$ cat config.mk
export PLATFORM = sky130hd
export DESIGN_NAME = fifo_rr_arbiter
export DESIGN_NICKNAME = d
export VERILOG_FILES = /design/src/rtl/fifo_arb_pkg.sv /design/src/rtl/fifo_rr_arbiter_rr_grant.sv /design/src/rtl/fifo_rr_arbiter.sv
export SDC_FILE = /design/constraint.sdc
export NUM_CORES = 1
export LEC_CHECK = 0
export CORE_MARGIN = 2
export CORE_UTILIZATION = 49
export CTS_BUF_LIST = sky130_fd_sc_hd__clkbuf_4
export DETAILED_ROUTE_END_ITERATION = 16
export PLACE_DENSITY = 0.89
export SETUP_SLACK_MARGIN = 0.1
export SYNTH_ARGS = -nofsm -noshare
export SYNTH_HDL_FRONTEND = slang
export SYNTH_HIERARCHICAL = 1
export SYNTH_SLANG_ARGS = --single-unit
export TNS_END_PERCENT = 5
$ cat constraint.sdc
create_clock -name clk -period 4 [get_ports clk]
set_input_delay 0.6 -clock clk [delete_from_list [all_inputs] [get_ports clk]]
set_output_delay 0.6 -clock clk [all_outputs]
set_load 0.01 [all_outputs]
$ cat src/rtl/fifo_arb_pkg.sv
// Shared types and defaults for the FIFO round-robin arbiter.
// State encodings, default thresholds and destination-width helper.
package fifo_arb_pkg;

  typedef enum logic [2:0] {
    S_RESET  = 3'd0,
    S_INIT   = 3'd1,
    S_IDLE   = 3'd2,
    S_ACTIVE = 3'd3,
    S_ERROR  = 3'd4
  } arb_state_t;

  localparam int NUM_Q_DEF     = 4;
  localparam int WORD_SIZE_DEF = 6;
  localparam int PTR_L_DEF     = 3;
  localparam int MEM_SIZE_DEF  = 4;
  localparam int EMPTY_THR_DEF = 1;

  function automatic int dest_bits(input int n);
    return $clog2(n);
  endfunction

endpackage

$ cat src/rtl/fifo_rr_arbiter_rr_grant.sv
// Combinational round-robin priority encoder: first requester at or above
// i_ptr, wrapping from NUM_Q-1 back to 0.
module rr_grant #(
  parameter int NUM_Q  = 4,
  parameter int DEST_L = 2
) (
  input  logic [NUM_Q-1:0]  i_req,
  input  logic [DEST_L-1:0] i_ptr,
  output logic [NUM_Q-1:0]  o_grant,
  output logic [DEST_L-1:0] o_grant_idx,
  output logic              o_any_grant
);

  logic [DEST_L-1:0] w_q;

  always_comb begin
    o_grant     = '0;
    o_grant_idx = '0;
    o_any_grant = 1'b0;
    w_q         = '0;
    for (int i = 0; i < NUM_Q; i++) begin
      // NUM_Q is a power of two, so the DEST_L-bit add wraps naturally.
      w_q = i_ptr + DEST_L'(i);
      if (!o_any_grant && i_req[w_q]) begin
        o_any_grant  = 1'b1;
        o_grant_idx  = w_q;
        o_grant[w_q] = 1'b1;
      end
    end
  end

endmodule

$ cat src/rtl/fifo_rr_arbiter.sv
// Round-robin scheduler from NUM_Q input FIFOs to NUM_Q output FIFOs with
// latched thresholds. Optional per-output push counters: ARB_STATS_EN.
// Handshake: in_pop[g] high for one cycle pops input g; the head word seen
// that cycle is pushed (out_push[dest], out_data) in the next cycle.
module fifo_rr_arbiter
  import fifo_arb_pkg::*;
#(
  parameter int NUM_Q     = NUM_Q_DEF,
  parameter int WORD_SIZE = WORD_SIZE_DEF,
  parameter int PTR_L     = PTR_L_DEF,
  parameter int MEM_SIZE  = MEM_SIZE_DEF,
  parameter int DEST_L    = dest_bits(NUM_Q)
) (
  input  logic                       clk,
  input  logic                       reset,
  input  logic                       init,
  input  logic [PTR_L-1:0]           empty_thr_in,
  input  logic [PTR_L-1:0]           full_thr_in,
  input  logic [NUM_Q-1:0]           in_empty,
  input  logic [NUM_Q*WORD_SIZE-1:0] in_data,
  input  logic [NUM_Q-1:0]           out_almost_full,
  input  logic [NUM_Q-1:0]           out_full,
  output logic [NUM_Q-1:0]           in_pop,
  output logic [NUM_Q-1:0]           out_push,
  output logic [WORD_SIZE-1:0]       out_data,
  output logic [PTR_L-1:0]           empty_threshold,
  output logic [PTR_L-1:0]           full_threshold,
  output logic [2:0]                 state,
  output logic                       idle,
  output logic                       error
`ifdef ARB_STATS_EN
  ,output logic [NUM_Q*8-1:0]        push_count
`endif
);

  arb_state_t         r_state, w_state_nx;
  logic [DEST_L-1:0]  r_ptr, w_ptr_nx;
  logic [NUM_Q-1:0]   r_in_pop, w_in_pop_nx;
  logic [DEST_L-1:0]  r_pop_idx, w_pop_idx_nx;
  logic [NUM_Q-1:0]   r_out_push, w_out_push_nx;
  logic [WORD_SIZE-1:0] r_out_data, w_out_data_nx;
  logic [PTR_L-1:0]   r_empty_thr, w_empty_thr_nx;
  logic [PTR_L-1:0]   r_full_thr, w_full_thr_nx;

  logic [NUM_Q-1:0]     w_grant;
  logic [DEST_L-1:0]    w_gidx;
  logic                 w_any;
  logic [WORD_SIZE-1:0] w_word;
  logic [DEST_L-1:0]    w_dest;
  logic [NUM_Q-1:0]     w_dest_oh;
  logic                 w_pending;
  logic                 w_overflow;
  logic                 w_grant_ok;

  rr_grant #(.NUM_Q(NUM_Q), .DEST_L(DEST_L)) u_rr_grant (
    .i_req       (~in_empty),
    .i_ptr       (r_ptr),
    .o_grant     (w_grant),
    .o_grant_idx (w_gidx),
    .o_any_grant (w_any)
  );

  // Word being popped this cycle and its destination.
  always_comb begin
    w_word    = '0;
    w_dest_oh = '0;
    for (int q = 0; q < NUM_Q; q++) begin
      if (r_pop_idx == DEST_L'(q)) w_word = in_data[q*WORD_SIZE +: WORD_SIZE];
    end
    w_dest = w_word[WORD_SIZE-1 -: DEST_L];
    for (int q = 0; q < NUM_Q; q++) begin
      w_dest_oh[q] = (w_dest == DEST_L'(q));
    end
  end

  assign w_pending  = |r_in_pop;
  assign w_overflow = w_pending && out_full[w_dest] && (r_state != S_RESET);
  assign w_grant_ok = (r_state == S_ACTIVE) && !init && !w_overflow &&
                      (out_almost_full == '0) && w_any;

  always_comb begin
    w_state_nx     = r_state;
    w_ptr_nx       = r_ptr;
    w_in_pop_nx    = '0;
    w_pop_idx_nx   = r_pop_idx;
    w_out_push_nx  = '0;
    w_out_data_nx  = r_out_data;
    w_empty_thr_nx = r_empty_thr;
    w_full_thr_nx  = r_full_thr;

    if (w_pending && r_state != S_ERROR && !w_overflow) begin
      w_out_push_nx = w_dest_oh;
      w_out_data_nx = w_word;
    end

    if (w_grant_ok) begin
      w_in_pop_nx  = w_grant;
      w_pop_idx_nx = w_gidx;
      w_ptr_nx     = w_gidx + DEST_L'(1);
    end

    case (r_state)
      S_RESET:  w_state_nx = S_INIT;
      S_INIT: begin
        w_empty_thr_nx = empty_thr_in;
        w_full_thr_nx  = full_thr_in;
        if (!init) w_state_nx = S_IDLE;
      end
      S_IDLE: begin
        if (init)                 w_state_nx = S_INIT;
        else if (~in_empty != '0) w_state_nx = S_ACTIVE;
      end
      S_ACTIVE: begin
        if (init)                          w_state_nx = S_INIT;
        else if (&in_empty && !w_pending)  w_state_nx = S_IDLE;
      end
      S_ERROR:  w_state_nx = S_ERROR;
      default:  w_state_nx = S_ERROR;
    endcase

    if (w_overflow) w_state_nx = S_ERROR;
  end

  always_ff @(posedge clk) begin
    if (reset) begin
      r_state     <= S_RESET;
      r_ptr       <= '0;
      r_in_pop    <= '0;
      r_pop_idx   <= '0;
      r_out_push  <= '0;
      r_out_data  <= '0;
      r_empty_thr <= PTR_L'(EMPTY_THR_DEF);
      r_full_thr  <= PTR_L'(MEM_SIZE - 1);
    end else begin
      r_state     <= w_state_nx;
      r_ptr       <= w_ptr_nx;
      r_in_pop    <= w_in_pop_nx;
      r_pop_idx   <= w_pop_idx_nx;
      r_out_push  <= w_out_push_nx;
      r_out_data  <= w_out_data_nx;
      r_empty_thr <= w_empty_thr_nx;
      r_full_thr  <= w_full_thr_nx;
    end
  end

  assign in_pop          = r_in_pop;
  assign out_push        = r_out_push;
  assign out_data        = r_out_data;
  assign empty_threshold = r_empty_thr;
  assign full_threshold  = r_full_thr;
  assign state           = r_state;
  assign idle            = (r_state == S_IDLE);
  assign error           = (r_state == S_ERROR);

`ifdef ARB_STATS_EN
  logic [NUM_Q*8-1:0] r_push_count;

  // Per-output push counters, saturating at 255.
  always_ff @(posedge clk) begin
    if (reset) begin
      r_push_count <= '0;
    end else begin
      for (int q = 0; q < NUM_Q; q++) begin
        if (r_out_push[q] && r_push_count[q*8 +: 8] != 8'hFF)
          r_push_count[q*8 +: 8] <= r_push_count[q*8 +: 8] + 8'd1;
      end
    end
  end

  assign push_count = r_push_count;
`endif

endmodule
==> results of run 1 <==
[cells by family after synthesis]
logic type | after synthesis | synth area share (%)
buffers and inverters | 18 | 5.04
AO/OA/AOI/OAI | 42 | 16.5
XOR/XNOR | 1 | 0.490
multiplexers | 23 | 23.7
flip-flops | 27 | 30.3
AND/OR/NAND/NOR | 59 | 20.6
adder cells (fa/ha/maj) | 5 | 3.50
[through the flow]
step | cell area (sq um) | power (mW) | hold slack [ns]
after floorplan | 1790 | 0.350 | 0.498
after global placement | 2480 | 0.412 | 0.469
after detailed placement | 2480 | 0.415 | 0.479
after CTS | 2510 | 0.535 | 0.498
after global routing | 2510 | 0.559 | 0.527
final | 2510 | 0.534 | 0.498
[placed cells by master, fill, tap and decap left out, drive strengths merged, types with 2 or more instances in the layout]
| cell type | instances |
|---|---|
| a211o | 3 |
| a211oi | 2 |
| a21oi | 7 |
| a22oi | 8 |
| and2 | 6 |
| clkbuf | 3 |
| clkdlybuf4s50 | 69 |
| dfxtp | 27 |
| ha | 5 |
| inv | 9 |
| mux2 | 3 |
| mux2i | 10 |
| mux4 | 10 |
| nand2b | 6 |
| nand3b | 4 |
| nor2 | 13 |
| nor2b | 7 |
| nor3 | 4 |
| nor3b | 2 |
| nor4 | 7 |
| o21ai | 14 |
| or4 | 2 |
[registers in the layout, summed over array words and instances, names as in the netlist]
signal and cells:
empty_threshold 3, out_data 6, r_ptr 2, r_pop_idx 2
full_threshold 3, state 3, out_push 4, in_pop 4
[routing by layer]
layer  part of all wire, %  global-route usage [%]
met5                     0                       0
met4                   1.6                    7.45
met3                   3.9                    2.11
met2                    53                    38.7
met1                    42                    22.1
[tightest hold or removal path: stages (launching register included)]
cell     delay, ns
dfxtp_1       0.34
o21ai_0       0.07
a21oi_1       0.06
[report_power, final]
part	internal [mW]	switching, mW	total [mW]
Sequential	0.275	0.00494	0.280
Clock	0.0384	0.0859	0.124
Combinational	0.0783	0.0514	0.130
Total	0.392	0.142	0.534
[final cells by class]
| class | count | share of cell area, % |
|---|---|---|
| Timing Repair Buffer | 69 | 27.5 |
| Multi-Input combinational cell | 130 | 46.1 |
| Clock buffer | 3 | 0.898 |
| Tap cell | 46 | 2.29 |
| Sequential cell | 27 | 21.5 |
| Inverter | 9 | 1.35 |
| Clock inverter | 1 | 0.299 |
[final timing paths]
path	endpoint	slack (ns)	cells past startpoint
setup reg to reg	r_ptr[1]$_SDFFE_PP0P_	0.89	9
setup / recovery	r_ptr[1]$_SDFFE_PP0P_	0.89	9
hold / removal	out_data[4]$_SDFFE_PP0P_	0.50	2
hold reg to reg	out_data[4]$_SDFFE_PP0P_	0.50	2
==> impl_metrics.py, run 1 <==
metrics = {
    "yosys": {
        "yosys.area.top_type": "dfxtp_1",
        "ys_seq_area_share_pct": 30.3,
        "synth_edf_count": 0,
        "syn_avg_cell_area_sq_um": 10.2,
        "ys_seq_elements": 27,
        "synth_cell_types": 46,
        "synthArstFlopShare_pct": 0,
        "syn_area_sq_um": 1790,
        "yosysWarningCount": 6,
        "synth_most_common_cell": "dfxtp_1",
        "synth.top_cell.area_share_pct": 30.3,
        "syn_nets": 225,
        "synthCells": 175,
        "synth_commonest_cells": "dfxtp_1 (27), nor2_1 (13), o21ai_0 (11)",
        "synth_area_leaders": "dfxtp_1 (30%), mux4_1 (10%), mux2i_1 (3.9%), mux2i_4 (3.8%), mux4_2 (3.8%)",
        "ys.flop_type": "dfxtp_1",
    },
    "cts": {
        "cts_resized": 0,
        "cts_sinks": 27,
        "cts_made_buffers": 3,
        "htree_levels": 1,
        "ctsLongestPathBuffers": 2,
        "clock-root-buffer": "clkbuf_4",
        "cts_setup_buffers": 0,
        "cts-hold-fix-buffers": 0,
        "clk_pin_slew_ns": 0.15,
        "cts_tree": "yes",
        "clk_latency_ns": 0.34,
    },
    "timing": {
        "worst_slew_pin_slew_ns": 0.951,
        "tns_ns": 0,
        "max_freq_ghz": 0.321,
        "final.min_clock_period_ns": 3.11,
        "finalHoldViolations": 0,
        "worst_slack_ns": 0.887,
        "setup_viol": 0,
        "relSlewSlack_pct": 36.4,
        "grt_setup_unrepaired": "false",
        "finalMaxSlewViolations": 0,
        "clock_skew_ns": 0.00582,
        "period_share_pct": 77.8,
    },
    "finish": {
        "final_cells": 285,
        "nFillCells": 262,
        "seq_area_sq_um": 541,
        "antenna_cells": 0,
        "area_growth_pct": 40.4,
        "layout.nets": 290,
        "multi_input_area_sq_um": 1160,
        "drive_gt1_share_pct": 7.11,
        "final_core_util_pct": 73.4,
    },
    "critical_path": {
        "path_cells": "inv_1 -> ha_1 -> mux4_2 -> nor4b_4 -> nor2_1 -> a32o_1 -> xnor2_1 -> nor2_1 -> mux2_1",
        "endpoint_kind": "register",
        "reg2reg_from": "r_ptr[0]$_SDFFE_PP0P_",
        "path_max_fanout": 14,
        "critPathTopFamily": "multiplexers",
        "setup.worst_path.start": "r_ptr[0]$_SDFFE_PP0P_",
        "cp_common_cell": "nor2_1",
        "crit_buf_inv": 1,
        "cp.arrival_ns": 3.35,
        "cp_slowest_cell": "dfxtp_1",
        "startpoint_type": "register",
        "critPathMaxStageDelay_ns": 0.71,
        "crit_required_ns": 4.24,
        "worst-setup-path-type": "reg -> reg",
    },
    "place": {
        "dp_hpwl_mm": 3.11,
        "place_congestion": 0.824,
        "io_buffers": 69,
        "post-place-ws_ns": 0.791,
        "place_inst": 281,
    },
    "floorplanning": {
        "io_pins": 70,
        "rows": 21,
        "die_h_microns": 64.4,
        "die_w_microns": 64.4,
        "die_area_sq_um": 4150,
        "initial_utilization_pct": 52.3,
        "core_area_sq_um": 3420,
    },
    "detailed_routing": {
        "drc": 0,
        "wirelength_mm": 4.02,
        "postRouteAntennaNets": 0,
        "avgRoutedWirePerCell_microns": 14.1,
        "drt_iter0_markers": 61,
        "num_vias": 1606,
        "dr.pass1.iters": 4,
        "viasPerCell": 5.64,
    },
    "power_and_ir_drop": {
        "p_per_area_nw_per_um2": 213,
        "p_leak_nw": 0.872,
        "irDropWorstVdd_mv": 0.132,
    },
    "grt": {
        "grt_pass1_vias": 1488,
        "grt_pass1_wl_mm": 6.49,
        "grt_usage_pct": 20.0,
        "grt_max_degree": 30,
        "antenna_found_initial": 0,
        "grt-ovfl-total": 0,
    },
    "hold_path": {
        "hp-start": "out_data[4]$_SDFFE_PP0P_",
        "hold_class": "reg -> reg",
    },
    "status": {
        "status": "finished clean",
    },
    "flow_run": {
        "drv_cap": 0,
    },
}
Power figures use the tool's default switching activity.
==> run 2, diff against run 1 <==
--- a/config.mk
+++ b/config.mk
@@ -6,10 +6,10 @@
 export NUM_CORES = 1
 export LEC_CHECK = 0
 export CORE_MARGIN = 2
-export CORE_UTILIZATION = 49
+export CORE_UTILIZATION = 45
 export CTS_BUF_LIST = sky130_fd_sc_hd__clkbuf_4
 export DETAILED_ROUTE_END_ITERATION = 16
-export PLACE_DENSITY = 0.89
+export PLACE_DENSITY = 0.82
 export SETUP_SLACK_MARGIN = 0.1
 export SYNTH_ARGS = -nofsm -noshare
 export SYNTH_HDL_FRONTEND = slang
==> constraint.sdc (replaced) <==
create_clock -name clk -period 3 [get_ports clk]
set_input_delay 0.45 -clock clk [delete_from_list [all_inputs] [get_ports clk]]
set_output_delay 0.45 -clock clk [all_outputs]
set_load 0.01 [all_outputs]
==> run 2 against run 1 <==
Net effect:
- power is 33% higher
- clock skew rose by 0.0080 ns
- non-clock buffer count rose by 6
- first-iteration DRC count is 23% lower
- final area up 1.9%
==> impl_metrics.py, run 2 (synthesis gave the netlist of run 1 again) <==
metrics = {
    "timing": {
        "grt_setup_unrepaired": "false",
        "worst_slack_ns": 0.321,
        "final.min_clock_period_ns": 2.68,
        "clock_skew_ns": 0.0138,
        "relSlewSlack_pct": 53.8,
        "tns_ns": 0,
        "worst_slew_pin_slew_ns": 0.691,
        "whs_ns": 0.494,
        "max_freq_ghz": 0.373,
        "period_share_pct": 89.3,
        "setup_viol": 0,
        "finalMaxSlewViolations": 0,
        "finalHoldViolations": 0,
    },
    "finish": {
        "drive_gt1_share_pct": 9.39,
        "seq_area_sq_um": 541,
        "multi_input_area_sq_um": 1160,
        "antenna_cells": 0,
        "final_cells": 293,
        "largest_register_ffs": 6,
        "area_growth_pct": 43.1,
        "nFillCells": 310,
        "fin_area_sq_um": 2560,
        "layout.nets": 296,
        "final_cell_mix": "clkdlybuf4s50_1 (69), dfxtp_1 (27), nor2_1 (13)",
        "final_common_cell": "clkdlybuf4s50_1",
    },
    "power_and_ir_drop": {
        "p_per_area_nw_per_um2": 278,
        "irDropWorstVdd_mv": 0.164,
        "p_leak_nw": 0.903,
    },
    "floorplanning": {
        "rows": 22,
        "initial_utilization_pct": 47.7,
        "io_pins": 70,
        "die_w_microns": 67.0,
        "core_area_sq_um": 3740,
        "die_h_microns": 67.0,
        "die_area_sq_um": 4490,
    },
    "cts": {
        "cts_resized": 0,
        "ctsLongestPathBuffers": 2,
        "clk_pin_slew_ns": 0.15,
        "cts_sinks": 27,
        "cts-hold-fix-buffers": 0,
        "clock-root-buffer": "clkbuf_4",
        "htree_levels": 1,
        "cts_setup_buffers": 0,
        "cts_made_buffers": 3,
        "clk_latency_ns": 0.33,
        "cts_tree": "yes",
    },
    "critical_path": {
        "worst-setup-path-type": "reg -> reg",
        "critPathTopFamily": "multiplexers",
        "crit_required_ns": 3.22,
        "path_cells": "inv_1 -> ha_1 -> mux4_2 -> nor3_1 -> nand2b_1 -> nand2_1 -> nor3_1 -> nand4b_1 -> a21oi_4 -> mux2_1",
        "crit_buf_inv": 1,
        "cp_common_cell": "nor3_1",
        "startpoint_type": "register",
        "path_max_fanout": 10,
        "endpoint_kind": "register",
        "cp_slowest_cell": "dfxtp_1",
        "critPathMaxStageDelay_ns": 0.51,
        "cp.arrival_ns": 2.90,
        "r2r_slack_ns": 0.32,
    },
    "detailed_routing": {
        "dr.pass1.iters": 4,
        "drc": 0,
        "postRouteAntennaNets": 0,
        "wirelength_mm": 4.21,
        "avgRoutedWirePerCell_microns": 14.4,
        "viasPerCell": 5.46,
        "num_vias": 1599,
        "drt_iter0_markers": 47,
    },
    "grt": {
        "grt_usage_pct": 19.4,
        "antenna_found_initial": 0,
        "grt_pass1_vias": 1512,
        "grt-ovfl-total": 0,
        "grt_max_degree": 21,
        "grt_pass1_wl_mm": 6.66,
    },
    "place": {
        "place_inst": 289,
        "dpl-instance-area_sq_um": 2530,
        "dp_hpwl_mm": 3.40,
        "io_buffers": 69,
        "place_congestion": 0.772,
        "post-place-ws_ns": 0.0983,
    },
    "hold_path": {
        "hold_class": "reg -> reg",
    },
    "status": {
        "status": "finished clean",
    },
    "flow_run": {
        "drv_cap": 0,
    },
}
[run 2: where the power goes]
group,leakage (nW),internal [mW],switching [mW]
clock,0.0139,0.0509,0.108
sequential,0.219,0.367,0.00655
combinational,0.670,0.108,0.0706
total,0.903,0.526,0.185
[run 2: final timing paths]
kind | start | end | cells after the start
worst max-delay path | r_ptr[0]$_SDFFE_PP0P_ | r_ptr[0]$_SDFFE_PP0P_ | 10
worst min register to register | out_data[3]$_SDFFE_PP0P_ | out_data[3]$_SDFFE_PP0P_ | 2
worst min-delay path | out_data[3]$_SDFFE_PP0P_ | out_data[3]$_SDFFE_PP0P_ | 2
worst max register to register | r_ptr[0]$_SDFFE_PP0P_ | r_ptr[0]$_SDFFE_PP0P_ | 10
[run 2: worst reg2reg max path: cells and delay by family, from the launching register on]
family | cells | cell delay, ns
buffers and inverters | 1 | 0.11
AO/OA/AOI/OAI | 1 | 0.25
adder cells (fa/ha/maj) | 1 | 0.37
multiplexers | 2 | 0.72
flip-flops | 1 | 0.51
AND/OR/NAND/NOR | 5 | 0.63
[run 2: area by class of cell]
| type | count | area share [%] |
|---|---|---|
| clock inverters | 1 | 0.294 |
| multi-input cells | 130 | 45.2 |
| flip-flops and latches | 27 | 21.1 |
| repair buffers | 75 | 28.8 |
| well taps | 48 | 2.35 |
| clock buffers | 3 | 0.881 |
| inverters | 9 | 1.32 |
[run 2: metal layers]
layer	vias up	part of all wire, %	global-route usage [%]
met4	0	1.9	7.65
li1	812	-	-
met3	8	3.4	1.18
met2	41	51	35.8
met1	738	43	23.0
met5	-	0	0
[run 2: metrics by stage]
stage	power, mW	utilization, %
3_3_place_gp	0.554	67.5
5_1_grt	0.744	68.3
6_report	0.710	68.3
3_5_place_dp	0.560	67.5
4_1_cts	0.714	68.3
2_1_floorplan	0.467	-
